## src/rtl/score_bcd_display.sv

```systemverilog
// rtl/score_bcd_display.sv - iterative double-dabble score converter driving active-low 7-segment digits
module score_bcd_display #(
    parameter int WIDTH  = 10,
    parameter int DIGITS = 3
) (
    input  logic                  clk,
    input  logic                  reset,
    input  logic                  load,
    input  logic [WIDTH-1:0]      value,
    input  logic                  blank_lz,
    output logic                  busy,
    output logic                  done,
    output logic                  overflow,
    output logic [7*DIGITS-1:0]   hex
);

    localparam int BW = 4 * DIGITS;
    localparam int CW = (WIDTH > 1) ? $clog2(WIDTH) : 1;
    localparam logic [CW-1:0] LAST_SHIFT = CW'(WIDTH - 1);
    localparam logic [6:0] SEG_DASH  = 7'b0111111;
    localparam logic [6:0] SEG_BLANK = 7'b1111111;

    typedef enum logic [1:0] {
        IDLE   = 2'd0,
        SHIFT  = 2'd1,
        UPDATE = 2'd2
    } state_t;

    state_t              state_q, state_d;
    logic [WIDTH-1:0]    bin_q, bin_d;
    logic [BW-1:0]       bcd_q, bcd_d;
    logic [CW-1:0]       cnt_q, cnt_d;
    logic                ovf_acc_q, ovf_acc_d;
    logic                blank_q, blank_d;
    logic                pend_valid_q, pend_valid_d;
    logic [WIDTH-1:0]    pend_value_q, pend_value_d;
    logic                pend_blank_q, pend_blank_d;
    logic [7*DIGITS-1:0] hex_q, hex_d;
    logic                overflow_q, overflow_d;
    logic                done_q, done_d;

    logic [BW-1:0]       bcd_adj;
    logic [3:0]          adj_nib;
    logic [7*DIGITS-1:0] hex_new;
    logic [3:0]          dec_nib;
    logic                dec_seen;

    function automatic logic [6:0] seg7(input logic [3:0] d);
        case (d)
            4'd0:    seg7 = 7'b1000000;
            4'd1:    seg7 = 7'b1111001;
            4'd2:    seg7 = 7'b0100100;
            4'd3:    seg7 = 7'b0110000;
            4'd4:    seg7 = 7'b0011001;
            4'd5:    seg7 = 7'b0010010;
            4'd6:    seg7 = 7'b0000010;
            4'd7:    seg7 = 7'b1111000;
            4'd8:    seg7 = 7'b0000000;
            4'd9:    seg7 = 7'b0010000;
            default: seg7 = SEG_BLANK;
        endcase
    endfunction

    // add-3 correction applied to every nibble before the shift
    always_comb begin
        bcd_adj = '0;
        adj_nib = '0;
        for (int k = 0; k < DIGITS; k++) begin
            adj_nib = bcd_q[4*k +: 4];
            bcd_adj[4*k +: 4] = (adj_nib >= 4'd5) ? adj_nib + 4'd3 : adj_nib;
        end
    end

    // walk from the top digit down so blanking stops at the first nonzero digit
    always_comb begin
        hex_new  = '0;
        dec_nib  = '0;
        dec_seen = 1'b0;
        for (int k = DIGITS - 1; k >= 0; k--) begin
            dec_nib = bcd_q[4*k +: 4];
            if (ovf_acc_q) begin
                hex_new[7*k +: 7] = SEG_DASH;
            end else if (blank_q && !dec_seen && dec_nib == 4'd0 && k != 0) begin
                hex_new[7*k +: 7] = SEG_BLANK;
            end else begin
                hex_new[7*k +: 7] = seg7(dec_nib);
            end
            if (dec_nib != 4'd0) begin
                dec_seen = 1'b1;
            end
        end
    end

    always_comb begin
        state_d      = state_q;
        bin_d        = bin_q;
        bcd_d        = bcd_q;
        cnt_d        = cnt_q;
        ovf_acc_d    = ovf_acc_q;
        blank_d      = blank_q;
        pend_valid_d = pend_valid_q;
        pend_value_d = pend_value_q;
        pend_blank_d = pend_blank_q;
        hex_d        = hex_q;
        overflow_d   = overflow_q;
        done_d       = 1'b0;

        case (state_q)
            IDLE: begin
                if (load || pend_valid_q) begin
                    bin_d        = load ? value : pend_value_q;
                    blank_d      = load ? blank_lz : pend_blank_q;
                    bcd_d        = '0;
                    ovf_acc_d    = 1'b0;
                    cnt_d        = '0;
                    pend_valid_d = 1'b0;
                    state_d      = SHIFT;
                end
            end
            SHIFT: begin
                bcd_d     = {bcd_adj[BW-2:0], bin_q[WIDTH-1]};
                bin_d     = {bin_q[WIDTH-2:0], 1'b0};
                ovf_acc_d = ovf_acc_q | bcd_adj[BW-1];
                cnt_d     = cnt_q + CW'(1);
                if (cnt_q == LAST_SHIFT) begin
                    state_d = UPDATE;
                end
            end
            UPDATE: begin
                hex_d      = hex_new;
                overflow_d = ovf_acc_q;
                done_d     = 1'b1;
                state_d    = IDLE;
            end
            default: begin
                state_d = IDLE;
            end
        endcase

        // a late request is parked; a newer one replaces it
        if (state_q != IDLE && load) begin
            pend_valid_d = 1'b1;
            pend_value_d = value;
            pend_blank_d = blank_lz;
        end
    end

    always_ff @(posedge clk) begin
        if (reset) begin
            state_q      <= IDLE;
            bin_q        <= '0;
            bcd_q        <= '0;
            cnt_q        <= '0;
            ovf_acc_q    <= 1'b0;
            blank_q      <= 1'b0;
            pend_valid_q <= 1'b0;
            pend_value_q <= '0;
            pend_blank_q <= 1'b0;
            hex_q        <= {DIGITS{7'b1000000}};
            overflow_q   <= 1'b0;
            done_q       <= 1'b0;
        end else begin
            state_q      <= state_d;
            bin_q        <= bin_d;
            bcd_q        <= bcd_d;
            cnt_q        <= cnt_d;
            ovf_acc_q    <= ovf_acc_d;
            blank_q      <= blank_d;
            pend_valid_q <= pend_valid_d;
            pend_value_q <= pend_value_d;
            pend_blank_q <= pend_blank_d;
            hex_q        <= hex_d;
            overflow_q   <= overflow_d;
            done_q       <= done_d;
        end
    end

    assign busy     = (state_q == SHIFT);
    assign done     = done_q;
    assign overflow = overflow_q;
    assign hex      = hex_q;

endmodule

```

## config.mk

```make
export PLATFORM = sky130hd
export DESIGN_NAME = score_bcd_display
export DESIGN_NICKNAME = d
export VERILOG_FILES = /design/src/rtl/score_bcd_display.sv
export SDC_FILE = /design/constraint.sdc
export NUM_CORES = 1
export LEC_CHECK = 0
export ABC_AREA = 1
export BUFFER_PORTS_ARGS = -buffer_cell sky130_fd_sc_hd__buf_2
export CAP_MARGIN = 30
export CORE_MARGIN = 3
export CORE_UTILIZATION = 53
export CTS_BUF_LIST = sky130_fd_sc_hd__clkbuf_8 sky130_fd_sc_hd__clkbuf_16
export CTS_CLUSTER_SIZE = 30
export DETAILED_ROUTE_END_ITERATION = 8
export PLACE_DENSITY = 0.84
export SETUP_SLACK_MARGIN = 0.3
export SYNTH_ARGS = -nofsm -noshare
export SYNTH_HDL_FRONTEND = slang
export SYNTH_SLANG_ARGS = --single-unit
```

## constraint.sdc

```tcl
create_clock -name clk -period 1.75 [get_ports clk]
set_input_delay 0.0875 -clock clk [delete_from_list [all_inputs] [get_ports clk]]
set_output_delay 0.0875 -clock clk [all_outputs]
set_load 0.05 [all_outputs]
```

Yosys cells after proc, flatten, opt, wreduce, memory -nomap -nowiden
Memories as Yosys holds them, arrays and structs flattened. A register that Yosys moved wholly into a read port is not among the register bits. Index checks and enable logic that the tools add are counted.

Register bits: 65. Memories: 3. Memory bits (read-only): 336.

Memories: (no name shown) (words 16, bits a word 7, read ports 1, clocked after Yosys merged registers in 1, write ports 0, RTL line 49) `case (d)`; (no name shown) (words 16, bits a word 7, read ports 1, clocked after Yosys merged registers in 1, write ports 0, RTL line 49); (no name shown) (words 16, bits a word 7, read ports 1, clocked after Yosys merged registers in 1, write ports 0, RTL line 49).

Reductions and logical operators: 18. Add/sub/neg operators: 4. Equality and inequality tests: 5. Bitwise gates (word level): 1. $lt $le $gt $ge: 3. Multiplexer cells: 31.

Operators by type and width (count): $mux W4 (10); $mux W7 (5); $pmux W12 S2 (1); $mux W10 (2); $pmux W10 S2 (1); $add A4 B2 Y4 const B (3); $ge A4 B3 Y1 const B (3); $mux W12 (1); $logic_not A4 Y1 (2); $pmux W4 S2 (1); $reduce_and A2 Y1 (4); $reduce_bool A2 Y1 (4); $mux W1 (6); $add A4 B1 Y4 const B (1); $eq A4 B4 Y1 const B (1); $logic_and A1 B1 Y1 (4); $mux W2 (2); $pmux W2 S2 (1); $reduce_bool A4 Y1 (1); $eq A2 B1 Y1 const B (1); $eq A2 B2 Y1 const B (1); $logic_not A2 Y1 (1); $ne A2 B1 Y1 const B (1); $ne A2 B2 Y1 const B (1); other kinds (4) (4).

Depth between registers and ports, before layout
Gate-level depths: netlist of the first run.

Depth after elaboration: 7. Mapped depth: 15. Depth with buffers taken out: 15.

Least setup slack after synthesis of the first run
OpenSTA, ideal clock, no wires.

Path kind: register -> register. Start point: register bcd_q[0]. End point: register with a tool-made name. Slack: -143 ps. Arrival time: 1773 ps. Required time: 1629 ps. Path buffers: 0. Stages on the path, launching flop included: 16. Setup time: 121 ps. Cell sequence: dfxtp_1 -> inv_1 -> ha_1 -> inv_1 -> nand2_1 -> nand3_1 -> nand2_1 -> nand3_1 -> o21ai_1 -> nand2_1 -> inv_1 -> ha_1 -> nand3_1 -> nand2_1 -> nand2_1 -> nand2_1.

RTL lines: from (decl) (RTL line 31) `logic [BW-1:0] bcd_q, bcd_d;`; from (signal assigned) (RTL line 152) `bcd_q <= '0;`; from (signal assigned) (RTL line 165) `bcd_q <= bcd_d;`.

==> impl_metrics.json, run 1 <==
{
  "layout_commonest_cell": "nand2_1",
  "cts-root-buf": "clkbuf_8",
  "synth_xor_area_frac": 0,
  "hold_class": "in -> reg",
  "drtAntennaViolNets": 0,
  "vdd_ir_drop_max_uv": 563.4,
  "wl_per_cell_um": 15.40,
  "drc": 0,
  "initial_core_util": 0.5491,
  "drive_gt1_frac": 0.3667,
  "fin_area_um2": 5483,
  "first_iter_violations": 258,
  "cap_violations": 0,
  "rsz0062_at_grt": "true",
  "place_congestion": 0.8550,
  "start_kind": "register",
  "p_leak_nw": 2.677,
  "grt_antenna_before_repair": 0,
  "synth-warning-count": 0,
  "tightest_slew_ns": 0.4305,
  "critPathArrivalTime_ns": 2.13,
  "synth-edff-count": 0,
  "crit_type": "reg -> reg",
  "area_growth_pct": 36.94,
  "finalWirelength_mm": 11.23,
  "p_per_area_nw_per_um2": 728.6,
  "synth_flop_cell": "dfxtp_1",
  "synthCells": 526,
  "synth_compound_area_frac": 0.1550,
  "fin_worst_skew_ns": 0.01786,
  "path_max_fanout": 4,
  "yosysUniqueCellTypes": 33,
  "nets": 664,
  "status": "finished with violations",
  "overflow": 0,
  "via_per_inst": 5.381,
  "violations": "setup timing",
  "firstDrtPassIters": 5,
  "first_global_vias": 3771,
  "clock-sinks": 86,
  "row_count": 31,
  "cts_buffer_depth": 2,
  "io_buffers": 37,
  "setup_viol": 15,
  "holdPathStages": 4,
  "fill_cells": 465,
  "syn_nets": 565,
  "setup_slack_ns": -0.1176,
  "clock.fmax_mhz": 535.4,
  "htreeDepth": 3,
  "grtUsageTotal": 0.2458,
  "r2r_cells": 11,
  "numCtsBuffers": 9,
  "multi_input_area_um2": 2376,
  "synth_top_family_by_area": "simple AND/OR/NAND/NOR gates",
  "finalCritPeriodShare": 1.067,
  "syn-mean-instance-area_um2": 7.612,
  "vias": 3923,
  "synthAdderAreaFrac": 0.07813,
  "final_cell_mix": "nand2_1, dfxtp_1, buf_4",
  "place_area_um2": 4506,
  "synthMuxAreaShare": 0.002500,
  "critPathRequiredTime_ns": 2.02,
  "die_area_um2": 8633,
  "post-dp-hpwl_mm": 6.178,
  "fp.dieW_um": 92.92,
  "slew_headroom": 0.7108,
  "ys_async_sr_fraction": 0,
  "num_io_pins": 38,
  "area.sequential_um2": 1739,
  "synth_seq_cells": 86,
  "min_period_ns": 1.868,
  "dp_worst_setup_slack_ns": -0.03344,
  "synth-simple-area-share": 0.2563,
  "critPathCaptureType": "register",
  "grt_pass1_wl_mm": 17.18,
  "cts_tree": "built",
  "grt_max_degree": 22,
  "die_h_um": 92.92,
  "drv_slew": 0,
  "core_area_um2": 7292,
  "path_clk_slew_ns": 0.10,
  "yosysSeqAreaShare": 0.4300,
  "hold_viol": 0,
  "clock_latency_ns": 0.37,
  "syn-cell-area_um2": 4004,
  "diodes": 0
}
## through the flow
| stage | TNS [ns] | total power, mW | std cells | hold slack [ns] | utilization |
|---|---|---|---|---|---|
| 6_report | -0.8049 | 3.995 | 729 | 0.1428 | 0.7519 |
| 4_1_cts | -0.007732 | 3.951 | 716 | 0.1129 | 0.7148 |
| 2_1_floorplan | 0 | 2.346 | 526 | 0.2224 | - |
| 5_1_grt | -2.164 | 4.138 | 729 | 0.1723 | 0.7519 |
| 3_3_place_gp | -0.01459 | 2.436 | 662 | 0.3260 | 0.6179 |
| 3_5_place_dp | -0.1486 | 2.449 | 662 | 0.3363 | 0.6179 |
## final timing paths
path / start / end / slack (ns)
max: bcd_q[5] / register / -0.12
min: reset / bcd_q[0] / 0.14
max reg2reg: bcd_q[5] / register / -0.12
min reg2reg: register / hex[14] / 0.44
## synth_stat cells, types with 2 or more instances
cell type / number / area, um2
o21ai_0: 40 / 200.2
o21ai_2: 4 / 35.03
nand2_2: 7 / 43.79
nand2_1: 126 / 473.0
a31oi_1: 2 / 12.51
inv_2: 8 / 30.03
inv_1: 45 / 168.9
o21ai_1: 2 / 10.01
buf_2: 5 / 25.02
a211oi_1: 11 / 82.58
nand3b_1: 7 / 52.55
ha_1: 25 / 312.8
dfxtp_1: 86 / 1722
a21oi_1: 28 / 140.1
clkbuf_1: 10 / 37.54
buf_6: 3 / 33.78
nor2_1: 56 / 210.2
o211ai_1: 2 / 15.01
o21ai_4: 2 / 32.53
nor3_1: 2 / 10.01
o221a_2: 6 / 67.56
nand3_1: 32 / 160.2
nand4_1: 7 / 43.79
## critical path, stage by stage, from the launching register on
cell	delay, ns
dfxtp_2	0.37
inv_4	0.06
ha_2	0.20
o21ai_2	0.19
nand2_1	0.12
nand3_2	0.12
a21oi_4	0.07
buf_4	0.16
ha_4	0.14
nand3b_1	0.18
nand3_1	0.12
nand2_1	0.05
## what timing repair did
action | 4_1_cts | 5_1_grt
hold buffers | 13 | 0
gates cloned | 0 | 0
endpoints found under the setup margin | 36 | 48
gates resized for setup | 44 | 49
hold endpoints to repair | 13 | 0
setup buffers | 25 | 13
pin swaps | 28 | 18
## per-layer routing
layer / vias to the layer above / part of all wire / global-route usage
met3: 33 / 0.055 / 0.04305
met1: 1809 / 0.41 / 0.3002
met5: - / 0 / 0
li1: 1916 / - / -
met2: 165 / 0.51 / 0.4319
met4: 0 / 0.025 / 0.08791
## cell type report
cell class / instances / area share
Sequential cell: 86 / 0.3172
Multi-Input combinational cell: 366 / 0.4334
Clock buffer: 10 / 0.02510
Inverter: 54 / 0.04290
Tap cell: 99 / 0.02259
Timing Repair Buffer: 108 / 0.1451
Clock inverter: 6 / 0.01369
## cells by family after synthesis
kind of cell / Yosys count
adder cells (fa/ha/maj): 25
multiplexers: 1
flip-flops: 86
AND/OR/NAND/NOR: 240
buffers and inverters: 74
AO/OA/AOI/OAI: 100
## power breakdown
group | switching, mW | internal (mW)
clock network | 0.773 | 0.722
logic | 0.270 | 0.178
registers | 0.0376 | 2.01
total | 1.08 | 2.91
(Power assumes the default switching activity.)
==> inputs of run 2 (changes only) <==
Settings changed: CORE_UTILIZATION 53 to 49, PLACE_DENSITY 0.84 to 0.8.
==> impl_metrics.json, run 2 (synthesis gave the netlist of run 1 again) <==
{
  "vias": 4194,
  "initial_core_util": 0.5102,
  "nets": 672,
  "setup_slack_ns": -0.1696,
  "crit_type": "reg -> reg",
  "slew_headroom": 0.7563,
  "overflow": 0,
  "p_clk_frac": 0.366,
  "grt_pass1_wl_mm": 16.58,
  "firstDrtPassIters": 6,
  "post-dp-hpwl_mm": 6.075,
  "final_cell_mix": "nand2_1, dfxtp_1, buf_4",
  "place_congestion": 0.9128,
  "dp_worst_setup_slack_ns": -0.07376,
  "die_h_um": 96.40,
  "htreeDepth": 3,
  "first_global_vias": 3641,
  "drtAntennaViolNets": 0,
  "p_per_area_nw_per_um2": 684.3,
  "critPathArrivalTime_ns": 2.18,
  "setup_viol": 19,
  "hold_class": "in -> reg",
  "area_growth_pct": 46.59,
  "row_count": 32,
  "clock_latency_ns": 0.38,
  "start_kind": "register",
  "holdWs_ns": -0.01618,
  "diodes": 0,
  "io_buffers": 37,
  "numCtsBuffers": 9,
  "p_sw_mw": 1.093,
  "grt_max_degree": 20,
  "drive_gt1_frac": 0.4254,
  "finalCritPeriodShare": 1.097,
  "path_clk_slew_ns": 0.09,
  "fp.dieW_um": 96.40,
  "instances_no_fill": 739,
  "finalWirelength_mm": 12.61,
  "grt_antenna_before_repair": 0,
  "seq_power_share": 0.512,
  "num_io_pins": 38,
  "cts_buffer_depth": 2,
  "layout_commonest_cell": "nand2_1",
  "rsz0062_at_grt": "true",
  "vdd_ir_drop_max_uv": 628.5,
  "post-place-cells": 668,
  "drv_slew": 0,
  "core_area_um2": 7848,
  "cts-root-buf": "clkbuf_8",
  "tightest_slew_ns": 0.3643,
  "wl_per_cell_um": 17.06,
  "grtUsageTotal": 0.2256,
  "die_area_um2": 9292,
  "intPower_mw": 2.924,
  "via_per_inst": 5.675,
  "critPathCaptureType": "register",
  "combPwrFrac": 0.122,
  "violations": "hold timing, setup timing",
  "p_sw_frac": 0.2720,
  "clock.fmax_mhz": 520.9,
  "critPathRequiredTime_ns": 2.02,
  "path_max_fanout": 4,
  "p_leak_nw": 2.765,
  "clock-sinks": 86,
  "fin_worst_skew_ns": 0.02557,
  "drc": 0,
  "cts_tree": "built",
  "hold_viol": 1,
  "min_period_ns": 1.920,
  "status": "finished with violations",
  "cap_violations": 0,
  "first_iter_violations": 265
}
run 2: power by group through the flow:
stage	logic [mW]	clock network, mW	registers [mW]
global route	0.535	1.54	2.06
global placement	0.349	0	2.10
floorplan	0.257	0	2.09
finish	0.491	1.47	2.06
detailed placement	0.357	0	2.10
CTS	0.396	1.46	2.05
run 2: metrics by stage:
step,instance area (um2),hold slack [ns],util,TNS (ns),power (mW)
2_1_floorplan,4154,0.2224,-,0,2.346
3_3_place_gp,4532,0.3292,0.5775,0,2.445
3_5_place_dp,4532,0.3327,0.5775,-0.1965,2.455
4_1_cts,5289,-0.006575,0.6739,0,3.911
5_1_grt,5869,-0.0007650,0.7479,-2.564,4.144
6_report,5869,-0.01618,0.7479,-1.426,4.017
run 2: final timing paths:
check,start,end,slack (ns),cells after the start
hold reg to reg,register,hex[19],0.44,2
setup reg to reg,bcd_q[4],register,-0.17,13
hold / removal,reset,bin_q[9],-0.02,2
setup / recovery,bcd_q[4],register,-0.17,13
run 2: metal layers:
metal,routed length (um),global-route usage,up-vias
met5,0,0,-
met4,582,0.07827,0
met3,855,0.04957,60
met2,6325,0.4008,234
met1,4842,0.2674,1958
li1,-,-,1942
run 2: worst max-delay path, cell delays in order (launching register included):
cell      delay (ns)
dfxtp_4         0.38
inv_4           0.06
ha_4            0.14
inv_4           0.05
nand2_4         0.07
nand4_1         0.16
nand3_1         0.16
nand2_2         0.09
nand2_4         0.11
inv_6           0.05
ha_4            0.14
nand3b_1        0.21
nand3_1         0.14
nand2_1         0.05
run 2: repair_timing:
item                                   4_1_cts  5_1_grt
resized for setup                           55      109
gates cloned                                 0        1
endpoints found under the hold margin       13        0
pin swaps                                   36       59
setup endpoints to repair                   30       49
buffers inserted                            25       18
hold buffers                                12        0
run 2: layout make-up:
cell class / instances / area, um2
multi-input cells: 366 / 2624
clock inverters: 5 / 66.31
inverters: 54 / 250.2
repair buffers: 116 / 917.1
clock buffers: 10 / 137.6
fillers: 496 / 1978
well taps: 102 / 127.6
flip-flops and latches: 86 / 1747
==> inputs of run 3 (changes only) <==
Settings changed: CAP_MARGIN 30 to 20, CORE_UTILIZATION 49 to 40, PLACE_DENSITY 0.8 to 0.69, SKIP_CTS_REPAIR_TIMING set to 1.
==> impl_metrics.json, run 3 (synthesis gave the netlist of run 1 again) <==
{
  "critPathCaptureType": "register",
  "place_area_um2": 4566,
  "wl_per_cell_um": 12.51,
  "slew_headroom": 0.7413,
  "p_sw_frac": 0.2694,
  "start_kind": "register",
  "setup_viol": 1,
  "cts_buffer_depth": 2,
  "finalCritPeriodShare": 1.000,
  "overflow": 0,
  "p_leak_nw": 2.653,
  "grt_max_degree": 28,
  "instances_no_fill": 754,
  "clock-sinks": 86,
  "core_area_um2": 9503,
  "cts_tree": "built",
  "holdWs_ns": -0.03352,
  "cts-root-buf": "clkbuf_8",
  "rsz0062_at_grt": "true",
  "via_per_inst": 4.857,
  "drc": 0,
  "cap_violations": 0,
  "firstDrtPassIters": 4,
  "critPathRequiredTime_ns": 2.01,
  "fp.dieW_um": 106.0,
  "p_clk_frac": 0.364,
  "p_sw_mw": 1.098,
  "post-dp-hpwl_mm": 6.135,
  "setup_slack_ns": -0.0004343,
  "drtAntennaViolNets": 0,
  "worstPathBufferInverterCount": 3,
  "clock_latency_ns": 0.36,
  "vias": 3662,
  "critPathArrivalTime_ns": 2.01,
  "min_period_ns": 1.750,
  "tightest_slew_ns": 0.3851,
  "htreeDepth": 3,
  "violations": "hold timing, setup timing",
  "path_max_fanout": 5,
  "final_util": 0.5845,
  "numCtsBuffers": 9,
  "layout_commonest_cell": "nand2_1",
  "hold_class": "in -> reg",
  "grt_pass1_wl_mm": 14.52,
  "post-place-cells": 695,
  "fin_worst_skew_ns": 0.01341,
  "p_total_mw": 4.077,
  "path_cells": "inv_4, ha_4, inv_2, nand2_4, nand3_4, nand2_2, nand3_2, o21ai_2, nand2_2, inv_2, ha_2, nand3b_1, nand3_1, nand2_1",
  "drv_slew": 0,
  "fin_area_um2": 5554,
  "diodes": 0,
  "vdd_ir_drop_max_uv": 571.1,
  "slowest_stage": "dfxtp_4",
  "area_growth_pct": 38.72,
  "crit_type": "reg -> reg",
  "intPower_mw": 2.979,
  "combPwrFrac": 0.132,
  "die_h_um": 106.0,
  "drive_gt1_frac": 0.3776,
  "num_io_pins": 38,
  "place_congestion": 0.9083,
  "clock.fmax_mhz": 571.3,
  "crit_path_max_incr_delay_ns": 0.38,
  "initial_core_util": 0.4213,
  "first_iter_violations": 118,
  "seq_power_share": 0.504,
  "die_area_um2": 11250,
  "io_buffers": 37,
  "status": "finished with violations",
  "grt_antenna_before_repair": 0,
  "final_cell_mix": "nand2_1, dfxtp_1, nor2_1, buf_4, o21ai_0",
  "path_clk_slew_ns": 0.09,
  "row_count": 35,
  "p_per_area_nw_per_um2": 734.1,
  "finalWirelength_mm": 9.436,
  "critical_path.top_delay_family": "simple AND/OR/NAND/NOR gates",
  "grtUsageTotal": 0.1555,
  "first_global_vias": 3298,
  "nets": 659,
  "hold_viol": 1
}
run 3: cell types whose count changed in the layout (fill, tap and decap cells not counted), moves of 6 or more:
cell,before,now
a21oi_2,12,4
nand2_1,96,107
a21oi_1,16,22
a211oi_1,10,4
a211oi_2,1,7
nand3_2,16,10
buf_6,13,3
nand3_1,15,21
run 3: path summary, 6_finish.rpt:
| check | startpoint | slack [ns] | to | depth (start not counted) |
|---|---|---|---|---|
| max | bcd_q[0] | -0.0004 | register | 14 |
| min | value[4] | -0.03 | pend_value_q[4] | 3 |
| max reg2reg | bcd_q[0] | -0.0004 | register | 14 |
| min reg2reg | register | 0.44 | hex[15] | 2 |
run 3: layer usage:
layer	track usage	vias up	share of wire	routed length, um
met5	0	-	0	0
met4	0.04440	0	0.012	110
met3	0.04068	11	0.044	413
met2	0.2568	83	0.49	4587
met1	0.2004	1662	0.46	4325
li1	-	1906	-	-
run 3: tightest hold or removal path, stage by stage:
cell and delay, ns:
buf_2 0.09, nor2_1 0.04, nor2_1 0.08
run 3: layout make-up:
| type | instances | area [um2] |
|---|---|---|
| inverters | 54 | 242.7 |
| flip-flops and latches | 86 | 1742 |
| multi-input cells | 366 | 2429 |
| clock inverters | 6 | 75.07 |
| well taps | 129 | 161.4 |
| clock buffers | 10 | 137.6 |
| repair buffers | 103 | 767.0 |
| fillers | 836 | 3949 |
run 3: through the flow:
stage / setup slack, ns / TNS, ns
CTS: -0.07224 / -0.5513
global placement: -0.004231 / -0.004231
floorplan: 0.08365 / 0
detailed placement: -0.05783 / -0.3739
global route: -0.1110 / -1.015
finish: -0.0004343 / -0.0004343
run 3: power groups by stage:
| stage | Combinational (mW) | Sequential (mW) | Clock [mW] |
|---|---|---|---|
| 3_5_place_dp | 0.355 | 2.10 | 0 |
| 3_3_place_gp | 0.345 | 2.10 | 0 |
| 5_1_grt | 0.588 | 2.06 | 1.60 |
| 4_1_cts | 0.356 | 2.05 | 1.52 |
| 2_1_floorplan | 0.257 | 2.09 | 0 |
| 6_report | 0.538 | 2.05 | 1.49 |
